**src/rtl/vcve2_pkg.sv**
```systemverilog
// -----------------------------------------------------------------------------
// vcve2_pkg
// Shared types and constants for the VCVE2 data-memory arbiter.
//   arb_src_e   : requester identity, stored in the response-ID FIFO.
//   arb_state_t : arbiter FSM state vector; states are plain localparams.
// Helper functions map a source to its peer and to its hold state.
// -----------------------------------------------------------------------------
package vcve2_pkg;

    typedef enum logic {
        ARB_SRC_VRF = 1'b0,
        ARB_SRC_LSU = 1'b1
    } arb_src_e;

    typedef logic [1:0] arb_state_t;

    localparam arb_state_t ARB_IDLE     = 2'd0;
    localparam arb_state_t ARB_HOLD_VRF = 2'd1;
    localparam arb_state_t ARB_HOLD_LSU = 2'd2;

    function automatic arb_src_e arb_other(input arb_src_e src);
        return (src == ARB_SRC_VRF) ? ARB_SRC_LSU : ARB_SRC_VRF;
    endfunction

    function automatic arb_state_t arb_hold_state(input arb_src_e src);
        return (src == ARB_SRC_VRF) ? ARB_HOLD_VRF : ARB_HOLD_LSU;
    endfunction

endpackage

```
**src/rtl/vcve2_arb_id_fifo.sv**
```systemverilog
// -----------------------------------------------------------------------------
// vcve2_arb_id_fifo
// Circular FIFO of requester IDs, one entry per granted, not yet answered
// memory transaction. The head names the requester owning the next response.
// Ports:
//   clk_i, rst_ni        : clock, asynchronous active-low reset
//   push_i, push_src_i   : enqueue an ID (accepted when not full, or when a pop
//                          happens in the same cycle)
//   pop_i                : dequeue the head (ignored when empty)
//   full_o, empty_o      : occupancy status
//   head_o               : ID at the head of the queue
// Parameter Depth (>= 1) sets the number of entries.
// -----------------------------------------------------------------------------
module vcve2_arb_id_fifo
    import vcve2_pkg::*;
#(
    parameter int unsigned Depth = 2
) (
    input  logic     clk_i,
    input  logic     rst_ni,
    input  logic     push_i,
    input  arb_src_e push_src_i,
    input  logic     pop_i,
    output logic     full_o,
    output logic     empty_o,
    output arb_src_e head_o
);

    localparam int unsigned PtrW = (Depth > 1) ? $clog2(Depth) : 1;
    localparam int unsigned CntW = $clog2(Depth + 1);

    arb_src_e        mem_q [Depth];
    logic [PtrW-1:0] wr_ptr_q;
    logic [PtrW-1:0] rd_ptr_q;
    logic [CntW-1:0] cnt_q;
    logic            do_push;
    logic            do_pop;

    // Pointers wrap explicitly so Depth need not be a power of two.
    function automatic logic [PtrW-1:0] ptr_inc(input logic [PtrW-1:0] ptr);
        return (ptr == PtrW'(Depth - 1)) ? '0 : ptr + PtrW'(1);
    endfunction

    assign empty_o = (cnt_q == '0);
    assign full_o  = (cnt_q == CntW'(Depth));
    assign head_o  = mem_q[rd_ptr_q];

    assign do_pop  = pop_i && !empty_o;
    // A pop in the same cycle frees the slot the push needs, even at Depth 1.
    assign do_push = push_i && (!full_o || do_pop);

    // NOTE: state registers use non-blocking assignments so every flop samples
    // pre-edge values regardless of block evaluation order.
    always_ff @(posedge clk_i or negedge rst_ni) begin
        if (!rst_ni) begin
            wr_ptr_q <= '0;
            rd_ptr_q <= '0;
            cnt_q    <= '0;
        end else begin
            if (do_push) wr_ptr_q <= ptr_inc(wr_ptr_q);
            if (do_pop)  rd_ptr_q <= ptr_inc(rd_ptr_q);
            case ({do_push, do_pop})
                2'b10:   cnt_q <= cnt_q + CntW'(1);
                2'b01:   cnt_q <= cnt_q - CntW'(1);
                default: cnt_q <= cnt_q;
            endcase
        end
    end

    // NOTE: the storage array has no reset; an entry is only read after it has
    // been written, because cnt_q gates every pop.
    always_ff @(posedge clk_i) begin
        if (do_push) mem_q[wr_ptr_q] <= push_src_i;
    end

endmodule

```
**src/rtl/vcve2_dmem_arbiter.sv**
```systemverilog
// -----------------------------------------------------------------------------
// vcve2_dmem_arbiter
// Shares one data-memory port between the vector register file (vrf) and the
// load/store unit (lsu). An idle arbiter selects a requester combinationally;
// an ungranted request is held until granted. Response routing follows the
// order of grants, tracked in an ID FIFO of depth MaxOutstanding.
// Ports:
//   clk_i, rst_ni                        : clock, asynchronous active-low reset
//   {vrf,lsu}_req/we/be/addr/wdata_i     : requester command
//   {vrf,lsu}_gnt/rvalid/rdata/err_o     : requester grant and response
//   data_req/we/be/addr/wdata_o          : memory command
//   data_gnt/rvalid/err/rdata_i          : memory grant and response
//   busy_o                               : transactions in flight or pending
//   spurious_rvalid_o                    : sticky, rvalid seen with none in flight
// Build option: define VCVE2_ARB_RR_EN for round-robin tie breaking; otherwise
// VRF has fixed priority over LSU.
// -----------------------------------------------------------------------------
module vcve2_dmem_arbiter
    import vcve2_pkg::*;
#(
    parameter int unsigned MaxOutstanding = 2,
    parameter int unsigned AddrWidth      = 32
) (
    input  logic                 clk_i,
    input  logic                 rst_ni,

    input  logic                 vrf_req_i,
    input  logic                 vrf_we_i,
    input  logic [3:0]           vrf_be_i,
    input  logic [AddrWidth-1:0] vrf_addr_i,
    input  logic [31:0]          vrf_wdata_i,
    output logic                 vrf_gnt_o,
    output logic                 vrf_rvalid_o,
    output logic [31:0]          vrf_rdata_o,
    output logic                 vrf_err_o,

    input  logic                 lsu_req_i,
    input  logic                 lsu_we_i,
    input  logic [3:0]           lsu_be_i,
    input  logic [AddrWidth-1:0] lsu_addr_i,
    input  logic [31:0]          lsu_wdata_i,
    output logic                 lsu_gnt_o,
    output logic                 lsu_rvalid_o,
    output logic [31:0]          lsu_rdata_o,
    output logic                 lsu_err_o,

    output logic                 data_req_o,
    output logic                 data_we_o,
    output logic [3:0]           data_be_o,
    output logic [AddrWidth-1:0] data_addr_o,
    output logic [31:0]          data_wdata_o,
    input  logic                 data_gnt_i,
    input  logic                 data_rvalid_i,
    input  logic                 data_err_i,
    input  logic [31:0]          data_rdata_i,

    output logic                 busy_o,
    output logic                 spurious_rvalid_o
);

    arb_state_t           state_q;
    arb_state_t           state_d;
    logic                 held;
    arb_src_e             tie_sel;
    arb_src_e             idle_sel;
    arb_src_e             sel;
    logic                 sel_valid;
    logic                 slot_free;
    logic                 grant;
    logic                 pop;

    logic                 hold_we_q;
    logic [3:0]           hold_be_q;
    logic [AddrWidth-1:0] hold_addr_q;
    logic [31:0]          hold_wdata_q;

    logic                 fifo_full;
    logic                 fifo_empty;
    arb_src_e             fifo_head;

    // ------------------------------------------------------------------
    // Tie breaking between simultaneous requests in ARB_IDLE
    // ------------------------------------------------------------------
`ifdef VCVE2_ARB_RR_EN
    // Points at the source that wins the next tie: the one not granted last.
    arb_src_e rr_prio_q;

    always_ff @(posedge clk_i or negedge rst_ni) begin
        if (!rst_ni) begin
            rr_prio_q <= ARB_SRC_VRF;
        end else if (grant) begin
            rr_prio_q <= arb_other(sel);
        end
    end

    assign tie_sel = rr_prio_q;
`else
    assign tie_sel = ARB_SRC_VRF;
`endif

    // NOTE: every signal written in an always_comb gets a default first, so no
    // path leaves it unassigned and no latch is inferred.
    always_comb begin
        idle_sel = ARB_SRC_VRF;
        if (vrf_req_i && lsu_req_i) begin
            idle_sel = tie_sel;
        end else if (lsu_req_i) begin
            idle_sel = ARB_SRC_LSU;
        end
    end

    // ------------------------------------------------------------------
    // Selection and forwarding
    // ------------------------------------------------------------------
    assign held      = (state_q != ARB_IDLE);
    assign sel       = held ? ((state_q == ARB_HOLD_LSU) ? ARB_SRC_LSU : ARB_SRC_VRF)
                            : idle_sel;
    assign sel_valid = held || vrf_req_i || lsu_req_i;

    // A response in this cycle pops the FIFO, so a full FIFO may still issue.
    assign slot_free  = !fifo_full || data_rvalid_i;
    assign data_req_o = rst_ni && sel_valid && slot_free;
    assign grant      = data_req_o && data_gnt_i;

    // While held, the command captured at first presentation is replayed, so
    // the memory sees a stable request even if the requester withdraws it.
    always_comb begin
        data_we_o    = vrf_we_i;
        data_be_o    = vrf_be_i;
        data_addr_o  = vrf_addr_i;
        data_wdata_o = vrf_wdata_i;
        if (held) begin
            data_we_o    = hold_we_q;
            data_be_o    = hold_be_q;
            data_addr_o  = hold_addr_q;
            data_wdata_o = hold_wdata_q;
        end else if (sel == ARB_SRC_LSU) begin
            data_we_o    = lsu_we_i;
            data_be_o    = lsu_be_i;
            data_addr_o  = lsu_addr_i;
            data_wdata_o = lsu_wdata_i;
        end
    end

    assign vrf_gnt_o = grant && (sel == ARB_SRC_VRF);
    assign lsu_gnt_o = grant && (sel == ARB_SRC_LSU);

    // ------------------------------------------------------------------
    // FSM
    // ------------------------------------------------------------------
    always_comb begin
        state_d = ARB_IDLE;
        if (!grant && sel_valid) begin
            state_d = arb_hold_state(sel);
        end
    end

    always_ff @(posedge clk_i or negedge rst_ni) begin
        if (!rst_ni) begin
            state_q <= ARB_IDLE;
        end else begin
            state_q <= state_d;
        end
    end

    always_ff @(posedge clk_i or negedge rst_ni) begin
        if (!rst_ni) begin
            hold_we_q    <= 1'b0;
            hold_be_q    <= '0;
            hold_addr_q  <= '0;
            hold_wdata_q <= '0;
        end else if (!held && sel_valid && !grant) begin
            hold_we_q    <= data_we_o;
            hold_be_q    <= data_be_o;
            hold_addr_q  <= data_addr_o;
            hold_wdata_q <= data_wdata_o;
        end
    end

    // ------------------------------------------------------------------
    // Response routing
    // ------------------------------------------------------------------
    assign pop = rst_ni && data_rvalid_i && !fifo_empty;

    vcve2_arb_id_fifo #(
        .Depth (MaxOutstanding)
    ) u_id_fifo (
        .clk_i      (clk_i),
        .rst_ni     (rst_ni),
        .push_i     (grant),
        .push_src_i (sel),
        .pop_i      (pop),
        .full_o     (fifo_full),
        .empty_o    (fifo_empty),
        .head_o     (fifo_head)
    );

    assign vrf_rvalid_o = pop && (fifo_head == ARB_SRC_VRF);
    assign lsu_rvalid_o = pop && (fifo_head == ARB_SRC_LSU);
    assign vrf_err_o    = vrf_rvalid_o && data_err_i;
    assign lsu_err_o    = lsu_rvalid_o && data_err_i;
    assign vrf_rdata_o  = data_rdata_i;
    assign lsu_rdata_o  = data_rdata_i;

    always_ff @(posedge clk_i or negedge rst_ni) begin
        if (!rst_ni) begin
            spurious_rvalid_o <= 1'b0;
        end else if (data_rvalid_i && fifo_empty) begin
            spurious_rvalid_o <= 1'b1;
        end
    end

    assign busy_o = !fifo_empty || sel_valid;

endmodule

```
**config.mk**
```make
export PLATFORM = sky130hd
export DESIGN_NAME = vcve2_dmem_arbiter
export DESIGN_NICKNAME = d
export VERILOG_FILES = /design/src/rtl/vcve2_pkg.sv /design/src/rtl/vcve2_arb_id_fifo.sv /design/src/rtl/vcve2_dmem_arbiter.sv
export SDC_FILE = /design/constraint.sdc
export NUM_CORES = 1
export LEC_CHECK = 0
export CORE_UTILIZATION = 25
export CTS_BUF_LIST = sky130_fd_sc_hd__clkbuf_2 sky130_fd_sc_hd__clkbuf_4 sky130_fd_sc_hd__clkbuf_8
export DETAILED_ROUTE_END_ITERATION = 8
export PLACE_DENSITY = 0.7
export SYNTH_ARGS = -nofsm -noshare
export SYNTH_HDL_FRONTEND = slang
export SYNTH_SLANG_ARGS = --single-unit
```
**constraint.sdc**
```tcl
create_clock -name clk_i -period 2.8 [get_ports clk_i]
set_input_delay 0.42 -clock clk_i [delete_from_list [all_inputs] [get_ports clk_i]]
set_output_delay 0.42 -clock clk_i [all_outputs]
set_load 0.05 [all_outputs]
```
# Word-level counts from Yosys, hierarchy flattened
# Memory sizes are Yosys's and may differ from the RTL's.
# Index checks and enable logic that the tools add are counted.
# word_totals
regBits	76
ram_bits	2
inputBits	177
out_inout_bits	142
wordCells	69
n_memories	1
# memory_table
name	depth	word_bits	read_ports	rd_ports_with_merged_regs	write_ports	line_no	source
u_id_fifo.mem_q	2	1	1	0	1	vcve2_arb_id_fifo.sv:32	arb_src_e mem_q [Depth];
# classes
muxes	19
n_eq_ne	4
bitwise_logic	2
add_sub_neg	4
reduce_logical	30
# op_table
op	count
32-bit 2-to-1 mux	4
1-bit logical AND	18
1-bit 2-to-1 mux	10
4-bit 2-to-1 mux	2
2-bit == test, second input constant	3
1-bit logical OR	5
1-bit zero test	4
2-bit 2-to-1 mux	2
2-bit one-hot mux with 2 select lines	1
2-bit nonzero test	2
1-bit adder, second input constant	2
2-bit by 1-bit adder with 2-bit output, second input constant	1
2-bit by 1-bit == test with 1-bit output, second input constant	1
2-bit zero test	1
1-bit inverter	2
2-bit by 1-bit subtractor with 2-bit output, second input constant	1

# Depth between registers and ports, before layout
# Gate-level depths: netlist of the first run.
# depth
word_depth	9
mapped_depth	7
ltp_nobuf	7

# Cells and area by module
# A second synthesis of the first run with hierarchy kept.
# hier_totals
hier_cells	566
hier_area_um2	5143.7
# modules_own_cells
mod	cells_per_inst	area_each_um2	instances	seq_area_each_um2
vcve2_dmem_arbiter	539	4849.7	1	1801.7
vcve2_arb_id_fifo	27	294.0	1	160.2

# Worst setup path after synthesis of the first run
# OpenSTA, ideal clock, no wires.
# synth_timing
path_kind	input port to output port
from	in lsu_req_i
to	out data_addr_o[0]
arrival_ns	2.194
stages	5
slack_ns	0.186
required_time_ns	2.380
path_buffers	2
cell_sequence	nor2b_1 clkbuf_1 buf_2 mux2i_1 o21ai_0
# synth_via
elab_chain_len	5
elab_cells_between_ends	6
cone_classes	mux: 5; reduce/logical: 1
# synth_rtl
element	line_no	source
start, declared	vcve2_dmem_arbiter.sv:37	input logic lsu_req_i,
1-bit 2-to-1 mux / 1-bit logical AND (equally long branches)	vcve2_dmem_arbiter.sv:107, vcve2_dmem_arbiter.sv:105	
1-bit 2-to-1 mux *	vcve2_dmem_arbiter.sv:105	if (vrf_req_i && lsu_req_i) begin
1-bit 2-to-1 mux *	vcve2_dmem_arbiter.sv:116	assign sel = held ? ((state_q == ARB_HOLD_LSU) ? ARB_SRC_LSU : ARB_SRC_VRF)
32-bit 2-to-1 mux *	vcve2_dmem_arbiter.sv:137	end else if (sel == ARB_SRC_LSU) begin
32-bit 2-to-1 mux *	vcve2_dmem_arbiter.sv:132	if (held) begin
end, declared	vcve2_dmem_arbiter.sv:50	output logic [AddrWidth-1:0] data_addr_o,
# Every way passes the cells marked *; elsewhere a longest branch is shown, timed or not.

# Worst setup path in the final report of the first run
# layout_timing
from	in lsu_req_i
to	out data_addr_o[10]
# The elaborated chain is that of the path after synthesis.

==> flow_metrics.py, run 1 <==
metrics = {
    "run_status": {
        "status": "finished clean",
    },
    "drt": {
        "vias_per_cell": 4.23,
        "routed_wl_mm": 13.7,
        "drt_pass1_iterations": 4,
        "wl_per_cell_um": 14.1,
        "antenna_left": 0,
        "vias": 4128,
        "drtIter0Drc": 76,
        "drc_errors": 0,
    },
    "logic_synthesis": {
        "yosysSeqAreaShare_pct": 38.4,
        "ys_top_cells_by_area": "dfrtp_1 (37%), mux2i_1 (27%), buf_4 (10%), o21ai_0 (6.8%), inv_1 (5.4%)",
        "avgSynthCellArea_um2": 9.15,
        "ys_ff_latch": 78,
        "syn_inst": 559,
        "synth-warning-count": 0,
        "ys_types": 31,
        "yosysTopAreaCellShare_pct": 37.2,
        "syn-cell-area_um2": 5110,
        "post-synth-top-area-cell": "dfrtp_1",
        "synthesis.nets": 737,
    },
    "worst_setup_path": {
        "critical_path.most_common_cell": "buf_12",
        "reg2reg_from": "state_q[1]",
        "critPathBufInv": 3,
        "max_stage_delay_ns": 0.50,
        "cp.arrival_ns": 2.19,
        "critPathRequiredTime_ns": 2.38,
        "worstSetupPathType": "input pin to output pin",
        "path_max_fanout": 38,
        "r2r_slack_ns": 0.78,
        "reg2reg_depth": 4,
        "slowest_stage": "clkdlybuf4s50_1",
        "cp_cell_sequence": "clkdlybuf4s50_1 -> nor2b_4 -> buf_12 -> mux2i_1 -> o21ai_0 -> buf_12",
        "worst_setup_path_start_kind": "input pin",
        "reg2reg_to": "hold_be_q[1]",
        "endpoint_kind": "output pin",
        "crit_family": "buffers and inverters",
    },
    "layout": {
        "nets": 885,
        "antenna_cells": 0,
        "drive_gt1_share_pct": 15.2,
        "area_growth_pct": 59.6,
    },
    "power_and_ir_drop": {
        "leakage_nw": 3.64,
        "p_total_w": 0.00811,
        "power.density_nw_per_um2": 994,
        "ir_drop_v": 0.000575,
    },
    "floorplanning": {
        "dieArea_um2": 21000,
        "die_w_um": 145,
        "die_y_um": 145,
        "rows": 51,
        "core-area_um2": 19800,
        "ioPinCount": 319,
        "start_util_pct": 25.9,
    },
    "clocking": {
        "root_buffer": "clkbuf_8",
        "cts_max_path_buffers": 2,
        "clk_pin_slew_ns": 0.08,
        "htree_levels": 3,
        "cts_sinks": 78,
        "tritoncts": "done",
        "postCtsSetupRepairBufs": 0,
        "cts_buffers": 9,
        "worstSkewPairLatency_ns": 0.36,
    },
    "sta": {
        "tightestPinTransition_ns": 0.623,
        "finalSetupViolCount": 0,
        "hold_violations": 0,
        "rsz0062_at_grt": "no",
        "slew_headroom_pct": 58.4,
        "max_clock_freq_mhz": 383,
        "skew_ns": 0.0111,
        "final_max_slew_viol_count": 0,
        "fin_tns_setup_ns": 0,
        "period_minus_slack_ns": 2.61,
        "fin_crit_sh_pct": 93.2,
    },
    "global_route": {
        "grt_pass1_vias": 4337,
        "gr-total-overflow": 0,
        "grt_max_degree": 50,
        "grt_pass1_wl_mm": 22.3,
        "antenna_found_initial": 0,
        "gr-usage-all-layers_pct": 13.4,
    },
    "hold_path": {
        "min-delay-path-class": "input pin to asynchronous set/reset pin",
    },
    "place": {
        "portBuffers": 222,
        "gp_congestion": 0.713,
        "dp.final_hpwl_mm": 10.3,
    },
    "flow_run": {
        "drv_cap": 0,
    },
}
==> flip-flops by register name (all words and copies together) (netlist names), 2 cells and up <==
| signal | count |
|---|---|
| u_id_fifo.mem_q | 2 |
| hold_addr_q | 32 |
| u_id_fifo.cnt_q | 2 |
| hold_be_q | 4 |
| hold_wdata_q | 32 |
| state_q | 2 |
==> stage by stage <==
step                hold WS, ns  util (%)  cell area, µm²  setup slack [ns]  std cells
floorplan                 0.124         -            5110             0.186        559
global placement          0.281      40.1            7930             0.187        960
detailed placement        0.279      40.1            7930             0.171        960
CTS                       0.397      41.3            8160             0.159        976
global route              0.433      41.3            8160            0.0701        976
finish                    0.435      41.3            8160             0.190        976
==> Yosys cell counts <==
master,n
mux2i_1,139
dfrtp_1,76
inv_1,73
nand2_1,71
buf_4,69
o21ai_0,69
clkbuf_1,16
buf_2,9
nor2_1,8
and3_1,3
xnor2_1,3
and2_1,2
edfxtp_1,2
xor2_1,2
a21o_1,1
a21oi_1,1
a311oi_1,1
and4b_1,1
buf_12,1
buf_8,1
ha_1,1
nand2b_1,1
nand3_1,1
nor2b_1,1
nor3_1,1
nor3b_1,1
nor4_1,1
o21bai_1,1
or2_1,1
or2_2,1
or3b_4,1
==> final cells by class <==
cell class / instances / area, µm²
Clock buffer: 11 / 151
Clock inverter: 4 / 70.1
Fill cell: 1885 / 11600
Inverter: 73 / 274
Multi-Input combinational cell: 312 / 2250
Sequential cell: 78 / 1960
Tap cell: 265 / 332
Timing Repair Buffer: 233 / 3130
==> worst reg2reg max path, stage by stage (launching register included) <==
cell and delay (ns):
dfrtp_1 0.41, or2_4 0.47, a311oi_4 0.46, buf_12 0.31, mux2i_1 0.29
==> per-layer routing <==
| layer | part of all wire [%] | wire, µm | global-route usage [%] |
|---|---|---|---|
| met5 | 0 | 0 | 0 |
| met4 | 2.6 | 353 | 5.59 |
| met3 | 7.6 | 1050 | 4.62 |
| met2 | 50 | 6870 | 23.8 |
| met1 | 40 | 5450 | 14.4 |
==> worst max path at each step <==
stage          slack (ns)      start  depth (start not counted)              end
6_report             0.19  lsu_req_i                          6  data_addr_o[10]
5_1_grt              0.07  lsu_req_i                          6  data_addr_o[10]
3_5_place_dp         0.17  lsu_req_i                          6  data_addr_o[10]
3_3_place_gp         0.19  lsu_req_i                          6  data_addr_o[10]
2_1_floorplan        0.19  lsu_req_i                          5   data_addr_o[0]
4_1_cts              0.16  lsu_req_i                          6  data_addr_o[10]
==> report_power, final <==
group,switching [W],internal [W]
Combinational,0.00284,0.00239
Sequential,0.000274,0.00164
Clock,0.000429,0.000543
Total,0.00354,0.00457
==> what timing repair did <==
item                                    CTS  global route
gates resized for setup                   0             0
endpoints found under the setup margin    0             0
endpoints found under the hold margin     3             0
hold buffers                              1             0
==> layout by cell type (no fill, tap or decap) <==
| cell type | n |
|---|---|
| nor3b_1 | 1 |
| edfxtp_1 | 2 |
| a21oi_1 | 1 |
| nor4_1 | 1 |
| and4b_1 | 1 |
| nand2_1 | 71 |
| a21o_1 | 1 |
| xor2_1 | 2 |
| dfrtp_1 | 76 |
| buf_4 | 7 |
| and3_1 | 3 |
| buf_12 | 81 |
| inv_1 | 73 |
| bufinv_16 | 2 |
| or2_2 | 1 |
| nor2b_4 | 1 |
| o21ai_0 | 69 |
| nor2_1 | 8 |
| dlygate4sd3_1 | 1 |
| nand3_1 | 1 |
| ha_1 | 1 |
| clkbuf_8 | 11 |
| and2_1 | 2 |
| a311oi_4 | 1 |
| nor3_1 | 1 |
| or2_4 | 1 |
| clkinv_2 | 2 |
| xnor2_1 | 3 |
| mux2i_1 | 139 |
| or3b_4 | 1 |
| o21bai_1 | 1 |
| nand2b_1 | 1 |
| clkdlybuf4s50_1 | 144 |
==> cell families (layout without fill, tap and decap cells) <==
family,count (synthesis),after routing,synth area share [%]
xor gates and xnor gates,5,5,0.857
and+or+nand+nor,94,94,7.78
muxes,139,139,27.2
DFF,78,78,38.4
AOI/OAI and AO/OA,73,73,7.32
adders and majority gates,1,1,0.245
buffers and inverters,169,321,18.2
Power figures use the tool's default switching activity.
==> inputs of run 2 (changes only) <==
--- a/config.mk
+++ b/config.mk
@@ -5,6 +5,7 @@
 export SDC_FILE = /design/constraint.sdc
 export NUM_CORES = 1
 export LEC_CHECK = 0
+export CAP_MARGIN = 20
 export CORE_UTILIZATION = 25
 export CTS_BUF_LIST = sky130_fd_sc_hd__clkbuf_2 sky130_fd_sc_hd__clkbuf_4 sky130_fd_sc_hd__clkbuf_8
 export DETAILED_ROUTE_END_ITERATION = 8
==> results of run 2 <==
The final DEF is identical to that of run 1; final timing and power are the same.
==> inputs of run 3 (changes only) <==
--- a/config.mk
+++ b/config.mk
@@ -9,6 +9,7 @@
 export CORE_UTILIZATION = 25
 export CTS_BUF_LIST = sky130_fd_sc_hd__clkbuf_2 sky130_fd_sc_hd__clkbuf_4 sky130_fd_sc_hd__clkbuf_8
 export DETAILED_ROUTE_END_ITERATION = 8
+export GPL_TIMING_DRIVEN = 0
 export PLACE_DENSITY = 0.7
 export SYNTH_ARGS = -nofsm -noshare
 export SYNTH_HDL_FRONTEND = slang
==> flow_metrics.py, run 3 (same netlist as run 1, synthesis figures left out) <==
metrics = {
    "layout": {
        "seqCellArea_um2": 1960,
        "layout_commonest_cell": "clkdlybuf4s50_1",
        "antenna_cells": 0,
        "fin_cells": 1136,
        "mostFrequentLayoutCells": "clkdlybuf4s50_1 (210), mux2i_1 (138), dfrtp_1 (76)",
        "area_growth_pct": 66.3,
        "drive_gt1_share_pct": 20.7,
        "reg.largest.list": "hold_addr_q (32), hold_wdata_q (32), hold_be_q (4)",
        "multi_input_area_um2": 2230,
        "nets": 1044,
        "fillerInstances": 1990,
        "post-route-util_pct": 43.0,
    },
    "sta": {
        "finalSetupViolCount": 0,
        "skew_ns": 0.00841,
        "period_minus_slack_ns": 2.74,
        "hold_violations": 0,
        "rsz0062_at_grt": "yes",
        "slew_headroom_pct": 48.1,
        "fin_crit_sh_pct": 97.9,
        "tightestPinTransition_ns": 0.776,
        "final_max_slew_viol_count": 0,
        "max_clock_freq_mhz": 365,
    },
    "run_status": {
        "status": "finished clean",
    },
    "worst_setup_path": {
        "critPathRequiredTime_ns": 2.38,
        "cp_cell_sequence": "clkdlybuf4s50_1 -> nor2b_1 -> clkbuf_4 -> buf_4 -> mux2i_1 -> o21ai_0 -> clkbuf_4",
        "max_stage_delay_ns": 0.50,
        "reg2reg_from": "u_id_fifo.cnt_q[0]",
        "worstSetupPathType": "input pin to output pin",
        "reg2reg_depth": 6,
        "slowest_stage": "clkdlybuf4s50_1",
        "worst_setup_path_start_kind": "input pin",
        "endpoint_kind": "output pin",
        "cp.arrival_ns": 2.32,
        "path_max_fanout": 10,
        "r2r_slack_ns": 0.71,
        "reg2reg_to": "hold_addr_q[24]",
        "critical_path.most_common_cell": "clkbuf_4",
    },
    "floorplanning": {
        "rows": 51,
        "die_y_um": 145,
        "die_w_um": 145,
        "ioPinCount": 319,
        "start_util_pct": 25.9,
        "dieArea_um2": 21000,
        "core-area_um2": 19800,
    },
    "clocking": {
        "postCtsSetupRepairBufs": 0,
        "htree_levels": 3,
        "cts_sinks": 78,
        "cts_buffers": 9,
        "tritoncts": "done",
        "clk_pin_slew_ns": 0.09,
        "root_buffer": "clkbuf_8",
        "cts_max_path_buffers": 2,
        "worstSkewPairLatency_ns": 0.36,
    },
    "global_route": {
        "gr-total-overflow": 0,
        "antenna_found_initial": 1,
        "grt_max_degree": 24,
        "grt_pass1_wl_mm": 26.1,
        "grt_pass1_vias": 4874,
        "gr-usage-all-layers_pct": 15.8,
    },
    "drt": {
        "vias": 4788,
        "drt_pass1_iterations": 4,
        "drtIter0Drc": 82,
        "antenna_left": 0,
        "wl_per_cell_um": 14.5,
        "routed_wl_mm": 16.5,
        "drc_errors": 0,
        "vias_per_cell": 4.21,
    },
    "flow_run": {
        "drv_cap": 0,
    },
    "place": {
        "gp_congestion": 0.773,
        "portBuffers": 286,
        "dp.cells": 1111,
        "dp.final_hpwl_mm": 12.6,
    },
    "power_and_ir_drop": {
        "ir_drop_v": 0.000468,
        "leakage_nw": 3.95,
        "power.density_nw_per_um2": 834,
    },
    "hold_path": {
        "min-delay-path-class": "input pin to asynchronous set/reset pin",
    },
}
## run 3: cell types whose count changed in the layout (fill, tap and decap cells not counted), moves of 2 or more
cell	change
clkbuf_2	+2
dlygate4sd3_1	+6
clkbuf_4	+9
clkdlybuf4s15_2	+20
clkdlybuf4s50_1	+66
buf_2	+47
clkbuf_1	+10
dlygate4sd2_1	+5
buf_12	-78
buf_4	+68
buf_6	+4
## run 3: worst max-delay path by stage
stage	from	end	cells after the start
6_report	lsu_req_i	data_be_o[2]	7
5_1_grt	lsu_req_i	data_be_o[3]	7
4_1_cts	state_q[1]	data_addr_o[30]	7
3_5_place_dp	lsu_req_i	data_be_o[2]	7
3_3_place_gp	rst_ni	vrf_gnt_o	4
2_1_floorplan	lsu_req_i	data_addr_o[0]	5
## run 3: layout make-up
cell class              count  area share, %
flip-flops and latches     78           23.1
well taps                 265           3.90
repair buffers            297           32.8
multi-input cells         312           26.2
plain buffers              95           8.21
clock inverters             4          0.824
inverters                  73           3.22
clock buffers              12           1.80
## run 3: per-layer routing
| layer | vias up | wire length (µm) | global-route usage [%] | part of all wire (%) |
|---|---|---|---|---|
| met4 | 0 | 100 | 4.04 | 0.61 |
| met1 | 2215 | 6730 | 18.2 | 41 |
| li1 | 2369 | - | - | - |
| met2 | 198 | 8580 | 28.7 | 52 |
| met5 | - | 0 | 0 | 0 |
| met3 | 6 | 1120 | 4.40 | 6.8 |
## run 3: power by group
part | leakage (nW) | switching (W) | internal (W)
clock | 0.117 | 0.000433 | 0.000544
combinational | 2.93 | 0.00287 | 0.00133
sequential | 0.902 | 0.000281 | 0.00164
## run 3: worst max-delay path: cells and delay by family
kind	cells	cell delay (ns)
AO/OA/AOI/OAI	1	0.31
buffers and inverters	4	1.32
multiplexers	1	0.12
AND/OR/NAND/NOR	1	0.14
## run 3: per-stage QoR
step           hold WS, ns  power, W  setup TNS (ns)  cell area (µm²)  setup slack (ns)
5_1_grt             0.0440   0.00752         -0.0853             8500           -0.0216
3_5_place_dp         0.425   0.00647          -56.22             8330            -0.941
2_1_floorplan        0.124   0.00488               0             5110             0.186
4_1_cts             0.0419   0.00736               0             8740          0.000353
6_report            0.0604   0.00709               0             8500            0.0591
3_3_place_gp         0.443   0.00639         -365.77             8310             -2.97
## run 3: what timing repair did
item	CTS	global route
endpoints found under the hold margin	34	0
resized for setup	316	93
hold buffers	9	0
endpoints found under the setup margin	76	58
